## config.mk

```make
export PLATFORM = sky130hd
export DESIGN_NAME = sc_fifo_flat
export DESIGN_NICKNAME = d
export VERILOG_FILES = /design/src/rtl/sc_fifo_if.sv /design/src/rtl/sc_fifo.sv /design/src/flat_wrapper.sv
export SDC_FILE = /design/constraint.sdc
export NUM_CORES = 1
export LEC_CHECK = 0
export ABC_CLOCK_PERIOD_IN_PS = 9500
export BUFFER_PORTS_ARGS = -buffer_cell sky130_fd_sc_hd__buf_4
export CAP_MARGIN = 20
export CORE_UTILIZATION = 48
export CTS_BUF_LIST = sky130_fd_sc_hd__clkbuf_8
export DETAILED_ROUTE_END_ITERATION = 10
export PLACE_DENSITY = 0.7
export REMOVE_ABC_BUFFERS = 1
export SYNTH_ARGS = -nofsm -noshare
export SYNTH_HDL_FRONTEND = slang
export SYNTH_SLANG_ARGS = --single-unit
```

## constraint.sdc

```tcl
create_clock -name clock -period 9.5 [get_ports clock]
set_clock_uncertainty 0.15 [all_clocks]
set_input_delay 2.375 -clock clock [delete_from_list [all_inputs] [get_ports clock]]
set_output_delay 2.375 -clock clock [all_outputs]
set_load 0.005 [all_outputs]
```

## src/rtl/sc_fifo_if.sv

```systemverilog
// Handshake and status bundle between a FIFO user (master) and the sc_fifo storage core (slave).
// Widths follow the data word and the occupancy field of the attached FIFO.
interface sc_fifo_if #(
  parameter int unsigned lpm_width  = 64,
  parameter int unsigned lpm_widthu = 8
);
  logic [lpm_width-1:0]  data;
  logic                  wrreq;
  logic                  rdreq;
  logic [lpm_width-1:0]  q;
  logic                  full;
  logic                  empty;
  logic [lpm_widthu-1:0] usedw;
  logic                  almost_full;
  logic                  almost_empty;

  modport master (
    output data, wrreq, rdreq,
    input  q, full, empty, usedw, almost_full, almost_empty
  );

  modport slave (
    input  data, wrreq, rdreq,
    output q, full, empty, usedw, almost_full, almost_empty
  );
endinterface

```

## src/rtl/sc_fifo.sv

```systemverilog
// Single-clock FIFO core: words leave q in write order, with flags and usedw derived from a registered count.
// Show-ahead read has zero latency, normal read has one cycle; writes while full and reads while empty are dropped.
module sc_fifo #(
  parameter int unsigned lpm_width               = 64,
  parameter int unsigned lpm_numwords            = 8,
  parameter int unsigned lpm_widthu              = 8,
  parameter              lpm_showahead           = "ON",
  parameter              overflow_checking       = "ON",
  parameter              underflow_checking      = "ON",
  parameter int unsigned almost_full_value       = 7,
  parameter int unsigned almost_empty_value      = 1,
  parameter              add_ram_output_register = "OFF",
  parameter              intended_device_family  = "",
  parameter              lpm_hint                = "",
  parameter              lpm_type                = "scfifo",
  parameter              use_eab                 = "ON"
) (
  input  logic     clock,
  input  logic     aclr,
  input  logic     sclr,
  sc_fifo_if.slave fif
);
  localparam int unsigned PW = $clog2(lpm_numwords);
  localparam int unsigned CW = $clog2(lpm_numwords + 1);

  logic [lpm_width-1:0] ram [lpm_numwords];
  logic [PW-1:0]        wp;
  logic [PW-1:0]        rp;
  logic [CW-1:0]        cnt;
  logic                 clr;
  logic                 wr_ok;
  logic                 rd_ok;

  // Pointers wrap at the capacity, which need not be a power of two.
  function automatic logic [PW-1:0] next_ptr(input logic [PW-1:0] p);
    return (p == PW'(lpm_numwords - 1)) ? '0 : p + 1'b1;
  endfunction

  assign clr              = aclr | sclr;
  assign fif.full         = (cnt == CW'(lpm_numwords));
  assign fif.empty        = (cnt == '0);
  assign fif.usedw        = lpm_widthu'(cnt);
  assign fif.almost_full  = (32'(fif.usedw) >= almost_full_value);
  assign fif.almost_empty = (32'(fif.usedw) <  almost_empty_value);
  assign wr_ok            = fif.wrreq & ~fif.full;
  assign rd_ok            = fif.rdreq & ~fif.empty;

  always_ff @(posedge clock) begin
    if (clr) begin
      wp  <= '0;
      rp  <= '0;
      cnt <= '0;
    end else begin
      if (wr_ok) wp <= next_ptr(wp);
      if (rd_ok) rp <= next_ptr(rp);
      cnt <= cnt + CW'(wr_ok) - CW'(rd_ok);
    end
  end

  // Storage is not cleared; a write racing a clear is discarded.
  always_ff @(posedge clock) begin
    if (wr_ok && !clr) ram[wp] <= fif.data;
  end

  generate
    if (lpm_showahead == "ON") begin : g_showahead
      assign fif.q = ram[rp];
    end else begin : g_normal
      logic [lpm_width-1:0] q_r;
      always_ff @(posedge clock) begin
        if (clr)        q_r <= '0;
        else if (rd_ok) q_r <= ram[rp];
      end
      assign fif.q = q_r;
    end
  endgenerate
endmodule

```

## src/flat_wrapper.sv

```systemverilog
// flat-port wrapper written by rule: the top's interface ports become plain ports
module sc_fifo_flat 
#(
  parameter int unsigned lpm_width               = 64,
  parameter int unsigned lpm_numwords            = 8,
  parameter int unsigned lpm_widthu              = 8,
  parameter              lpm_showahead           = "  ",
  parameter              overflow_checking       = "  ",
  parameter              underflow_checking      = "  ",
  parameter int unsigned almost_full_value       = 7,
  parameter int unsigned almost_empty_value      = 1,
  parameter              add_ram_output_register = "   ",
  parameter              intended_device_family  = "",
  parameter              lpm_hint                = "",
  parameter              lpm_type                = "      ",
  parameter              use_eab                 = "  "
)
  (clock, aclr, sclr, fif_data, fif_wrreq, fif_rdreq, fif_q, fif_full, fif_empty, fif_usedw, fif_almost_full, fif_almost_empty);
  sc_fifo_if #(.lpm_width(lpm_width), .lpm_widthu(lpm_widthu)) fif_i ();
  input  logic clock;
  input  logic aclr;
  input  logic sclr;
  input wire logic [$bits(fif_i.data)-1:0] fif_data;
  input wire logic [$bits(fif_i.wrreq)-1:0] fif_wrreq;
  input wire logic [$bits(fif_i.rdreq)-1:0] fif_rdreq;
  output wire logic [$bits(fif_i.q)-1:0] fif_q;
  output wire logic [$bits(fif_i.full)-1:0] fif_full;
  output wire logic [$bits(fif_i.empty)-1:0] fif_empty;
  output wire logic [$bits(fif_i.usedw)-1:0] fif_usedw;
  output wire logic [$bits(fif_i.almost_full)-1:0] fif_almost_full;
  output wire logic [$bits(fif_i.almost_empty)-1:0] fif_almost_empty;
  assign fif_i.data = fif_data;
  assign fif_i.wrreq = fif_wrreq;
  assign fif_i.rdreq = fif_rdreq;
  assign fif_q = fif_i.q;
  assign fif_full = fif_i.full;
  assign fif_empty = fif_i.empty;
  assign fif_usedw = fif_i.usedw;
  assign fif_almost_full = fif_i.almost_full;
  assign fif_almost_empty = fif_i.almost_empty;
  sc_fifo #(.lpm_width(lpm_width), .lpm_numwords(lpm_numwords), .lpm_widthu(lpm_widthu), .lpm_showahead(lpm_showahead), .overflow_checking(overflow_checking), .underflow_checking(underflow_checking), .almost_full_value(almost_full_value), .almost_empty_value(almost_empty_value), .add_ram_output_register(add_ram_output_register), .intended_device_family(intended_device_family), .lpm_hint(lpm_hint), .lpm_type(lpm_type), .use_eab(use_eab)) u_core (.clock(clock), .aclr(aclr), .sclr(sclr), .fif(fif_i));
endmodule
```

# Word level (Yosys, flattened, before mapping)

Memory sizes are Yosys's and may differ from the RTL's. A register that Yosys moved wholly into a read port is not among the register bits.
Index checks and enable logic that the tools add are counted.

Register bits: 10
RAM bits: 512
Input port bits: 69
Memories: 1

Memories:

| memory     | depth | width | read ports | clocked after Yosys merged registers in | write ports | line          | text |
|---|---|---|---|---|---|---|---|
| u_core.ram | 8     | 64    | 1          | 1                                       | 1           | sc_fifo.sv:26 | `logic [lpm_width-1:0] ram [lpm_numwords];` |

$add $sub $neg: 4
Magnitude comparators: 2
Equality and inequality tests: 3
Muxes and demuxes: 4
Bitwise operators: 5
Reduce and logical (&&, ||, !) cells: 3

Operators with widths:

| cell                | count |
|---|---|
| $add 3x1->3 const B | 2 |
| $eq 3x3->1 const B  | 2 |
| $mux 3              | 2 |
| $add 4x1->4         | 1 |
| $eq 4x4->1 const B  | 1 |
| $ge 4x3->1 const B  | 1 |
| $logic_not 4->1     | 1 |
| $lt 4x1->1 const B  | 1 |
| $sub 4x1->4         | 1 |
| $and 1x1->1         | 2 |
| $mux 1              | 2 |
| $not 1->1           | 2 |
| $logic_and 1x1->1   | 1 |
| $logic_not 1->1     | 1 |
| $or 1x1->1          | 1 |

# Longest topological paths before layout

Depth after elaboration: 6
Mapped depth: 13
Gate-level depth less buffers: 11

# Worst setup path before layout

OpenSTA, ideal clock, no wires.

Path kind: input -> register
Start point: input sclr
End point: memory u_core.ram[0][0] (enable)
Setup time: 0.565 ns
Arrival time: 7.569 ns
Slack: 1.216 ns
Stages: 4
Cells stage by stage: or2_2 clkbuf_1 or3_1 nor3_1

Word-level cells in the longest chain between the ends: 5

RTL lines:

| element                      | line               | text |
|---|---|---|
| from (decl)                  | flat_wrapper.sv:22 | `input logic sclr;` |
| $or 1x1->1                   | sc_fifo.sv:39      | `assign clr = aclr \| sclr;` |
| $logic_not 1->1              | sc_fifo.sv:62      | `if (wr_ok && !clr) ram[wp] <= fif.data;` |
| $logic_and 1x1->1            | sc_fifo.sv:62      |  |
| $mux 1                       | sc_fifo.sv:62      |  |
| $mux 1 (not written as such) | sc_fifo.sv:62      |  |
| to (decl)                    | sc_fifo.sv:26      |  |

No other way between the ends.

# Final worst setup path

Start point: input sclr
End point: memory u_core.ram[7][54] (enable)

Same word-level chain as after synthesis.

==> summary.md <==
| Metric | Value |
|---|---|
| Syn Inst Count | 1186 |
| Clock slew at reported path FFs | 0.06 ns |
| Chip Height | between 200 and 250 um |
| Seq cells post-synth | 586 |
| Final setup fails | 0 |
| Via count | ~11000 |
| Initial DRC count | 827 |
| Hold Crit Endpoint | u_core.wp[0] |
| Max VDD drop | just under 0.1 mV |
| Crit share post-route | 0.4973 |
| Reg2Reg Setup Slack | between 5 and 6 ns |
| Hold Startpoint | u_core.wp[0] |
| DRC | 0 |
| FP Rows | between 70 and 80 |
| Synth unique cells | 32 |
| Area contributors post-synth | edfxtp_1 (70%), dfxtp_1 (6.8%), mux4_2 (6.6%), mux2i_1 (5.9%), a21oi_1 (3.1%) |
| Most frequent cell after synthesis | edfxtp_1 |
| Mapped Avg Cell Area | 18.46 um2 |
| Clk_lat worst skew | just over 0.6 ns |
| Synth top area share | 0.7023 |
| Commonest cells in the synthesized netlist | edfxtp_1 (512), a21oi_1 (135), mux2i_1 (128) |
| Synth area leader | edfxtp_1 |
| Leakage | roughly 0.0082 uW |
| Setup bufs post-CTS | 0 |
| Finished Core Util | 0.5632 |
| GRT overflow | 0 |
| Setup ws final | 4.776 ns |
| CTS Hold Bufs | 0 |
| Pins Over Slew Limit | 0 |
| Rel. slew slack | 0.2361 |
| HPWL Detailed | between 20000 and 25000 um |
| Sequential area share after synthesis | 0.7700 |
| Critical Path RT | 9.58 ns |
| Worst Setup End Kind | register |
| Vias in the first global route | 11570 |
| Largest net degree at the start of global routing | 126 |
| Routed vias/inst | around 5.5 |
| Initial antenna violation count | 2 |
| Max-Cap Viols | 0 |
| Worst reg2reg path depth | 5 |
| Die area | 46460 um2 |
| RSZ-0062 raised after global routing | false |
| Critical path type | primary input to register |
| Effective utilization at floorplan | 0.4908 |
| CTS sink cnt | 586 |
| Synthesized area | 21890 um2 |
| Clock Tree Buf Depth | 3 |
| Tightest Hold Check Type | register to register |
| Worst EP arrival | 4.80 ns |
| Critical Path Source Type | primary input |
| # H-tree levels | 3 |
| Placer congestion estimate | 0.7180 |
| Antenna-violating nets left | 0 |
| Synthesis-to-layout area growth | 14.76% |
| Nets | 1443 |
| Cell Pwr Density | 216.5 nW/um2 |
| Place WS | 4.129 ns |
| Final Hold Viols | 0 |
| Total GRT Usage | 0.1864 |
| Setup TNS | 0 ns |
| Die Wd | 215.6 um |
| Root Buffer | clkbuf_8 |
| Number of flops mapped to enable cells by yosys | around 510 |
| FFs w/ async S/R, synth | 0 |
| R2R Path Start | u_core.rp[0] |
| IO Pins | 145 |
| Avg WL per Cell | 21.15 um |
| First-pass GRT wire length | 65990 um |
| Core area | 44610 um2 |
| Worst Tran Pin Value | 1.146 ns |
| Synthesis Warnings | 0 |
| Fin crit period | approximately 4.7 ns |
| Post-synth top flop | edfxtp_1 |
| DRT Wirelength | 42880 um |
| Critical path fanouts, max | 66 |
| R2R Path End | u_core.fif.q[10] |
| Post-CTS sizing | 0 |
| Dpl cells | 1860 |
| 1st-pass router iterations | 5 |
| CTS tree | yes |
| Status | completed |
| Hold Crit Depth | 2 |
| Share of cells above drive strength 1 | 0.2446 |
| Final Instance Count excl. Fillers | 2028 |
| Fmax | 0.2117 GHz |
| Port-buffer cells | 140 |
| Cts bufs inserted | 90 |
worst max-delay path: stages:
cell and delay [ns]:
buf_4 0.12, nor2_4 0.08, buf_4 0.54, nand3_1 0.45, nor2_4 0.34, buf_4 0.81
report_power, final:
group	switching, uW	internal, uW
logic	338	291
registers	46.4	2880
clock network	917	973
worst max path at each step:
| stage | start | end |
|---|---|---|
| floorplan | sclr | u_core.ram[1][0] |
| global placement | sclr | u_core.ram[7][44] |
| detailed placement | sclr | u_core.ram[7][44] |
| CTS | sclr | u_core.ram[7][54] |
| global route | sclr | u_core.ram[7][22] |
| finish | sclr | u_core.ram[7][54] |
routing by layer:
layer,global-route usage,share of wire,up-vias
li1,-,-,5105
met5,0,0.00021,-
met1,0.2518,0.44,5637
met3,0.04059,0.056,46
met2,0.3063,0.49,292
met4,0.05201,0.013,2
cells in the final DEF (no fill, tap or decap), types with 3 or more instances in the layout:
cell type    n
a21oi_1    135
and2_1       4
buf_4      154
clkbuf_8   101
clkinv_1    19
clkinv_2    10
conb_1       4
dfxtp_1     71
dfxtp_4      3
edfxtp_1   512
ha_1        12
inv_1       42
mux2i_1    128
mux4_2      64
nand2_1     10
nand2b_1     3
nor2_1       4
nor2_4       7
o21ai_0     65
o22ai_1     64
or3_1        3
through the flow:
stage	hold slack, ns	area [um2]	power [uW]
detailed placement	0.3608	23440	3614
CTS	0.3677	25090	5501
global route	0.4112	25120	5679
finish	0.3663	25120	5440
global placement	0.3419	23440	3596
floorplan	0.3205	21440	3443
registers in the layout, summed over array words and instances (netlist names):
register / flops
u_core.ram: 512
u_core.cnt: 4
u_core.rp: 3
u_core.wp: 3
u_core.fif.q: 64
final cells by class:
cell class	count	area, um2
well taps	592	740.7
repair buffers	156	1204
diodes	1	2.502
fillers	3398	19480
clock buffers	101	1390
flip-flops and latches	586	16870
clock inverters	65	265.3
inverters	9	36.28
multi-input cells	518	4617
cells by family (layout without fill, tap and decap cells):
| kind of cell | Yosys count | in the layout | synth area share |
|---|---|---|---|
| AO/OA/AOI/OAI | 267 | 267 | 0.06527 |
| adder cells (fa/ha/maj) | 13 | 13 | 0.007773 |
| multiplexers | 192 | 192 | 0.1244 |
| flip-flops | 586 | 586 | 0.7700 |
| buffers and inverters | 85 | 331 | 0.02269 |
| AND/OR/NAND/NOR | 40 | 40 | 0.008916 |
| XOR/XNOR | 2 | 2 | 0.0008003 |
| other | 1 | 5 | 0.0001713 |
(Power assumes the default switching activity.)
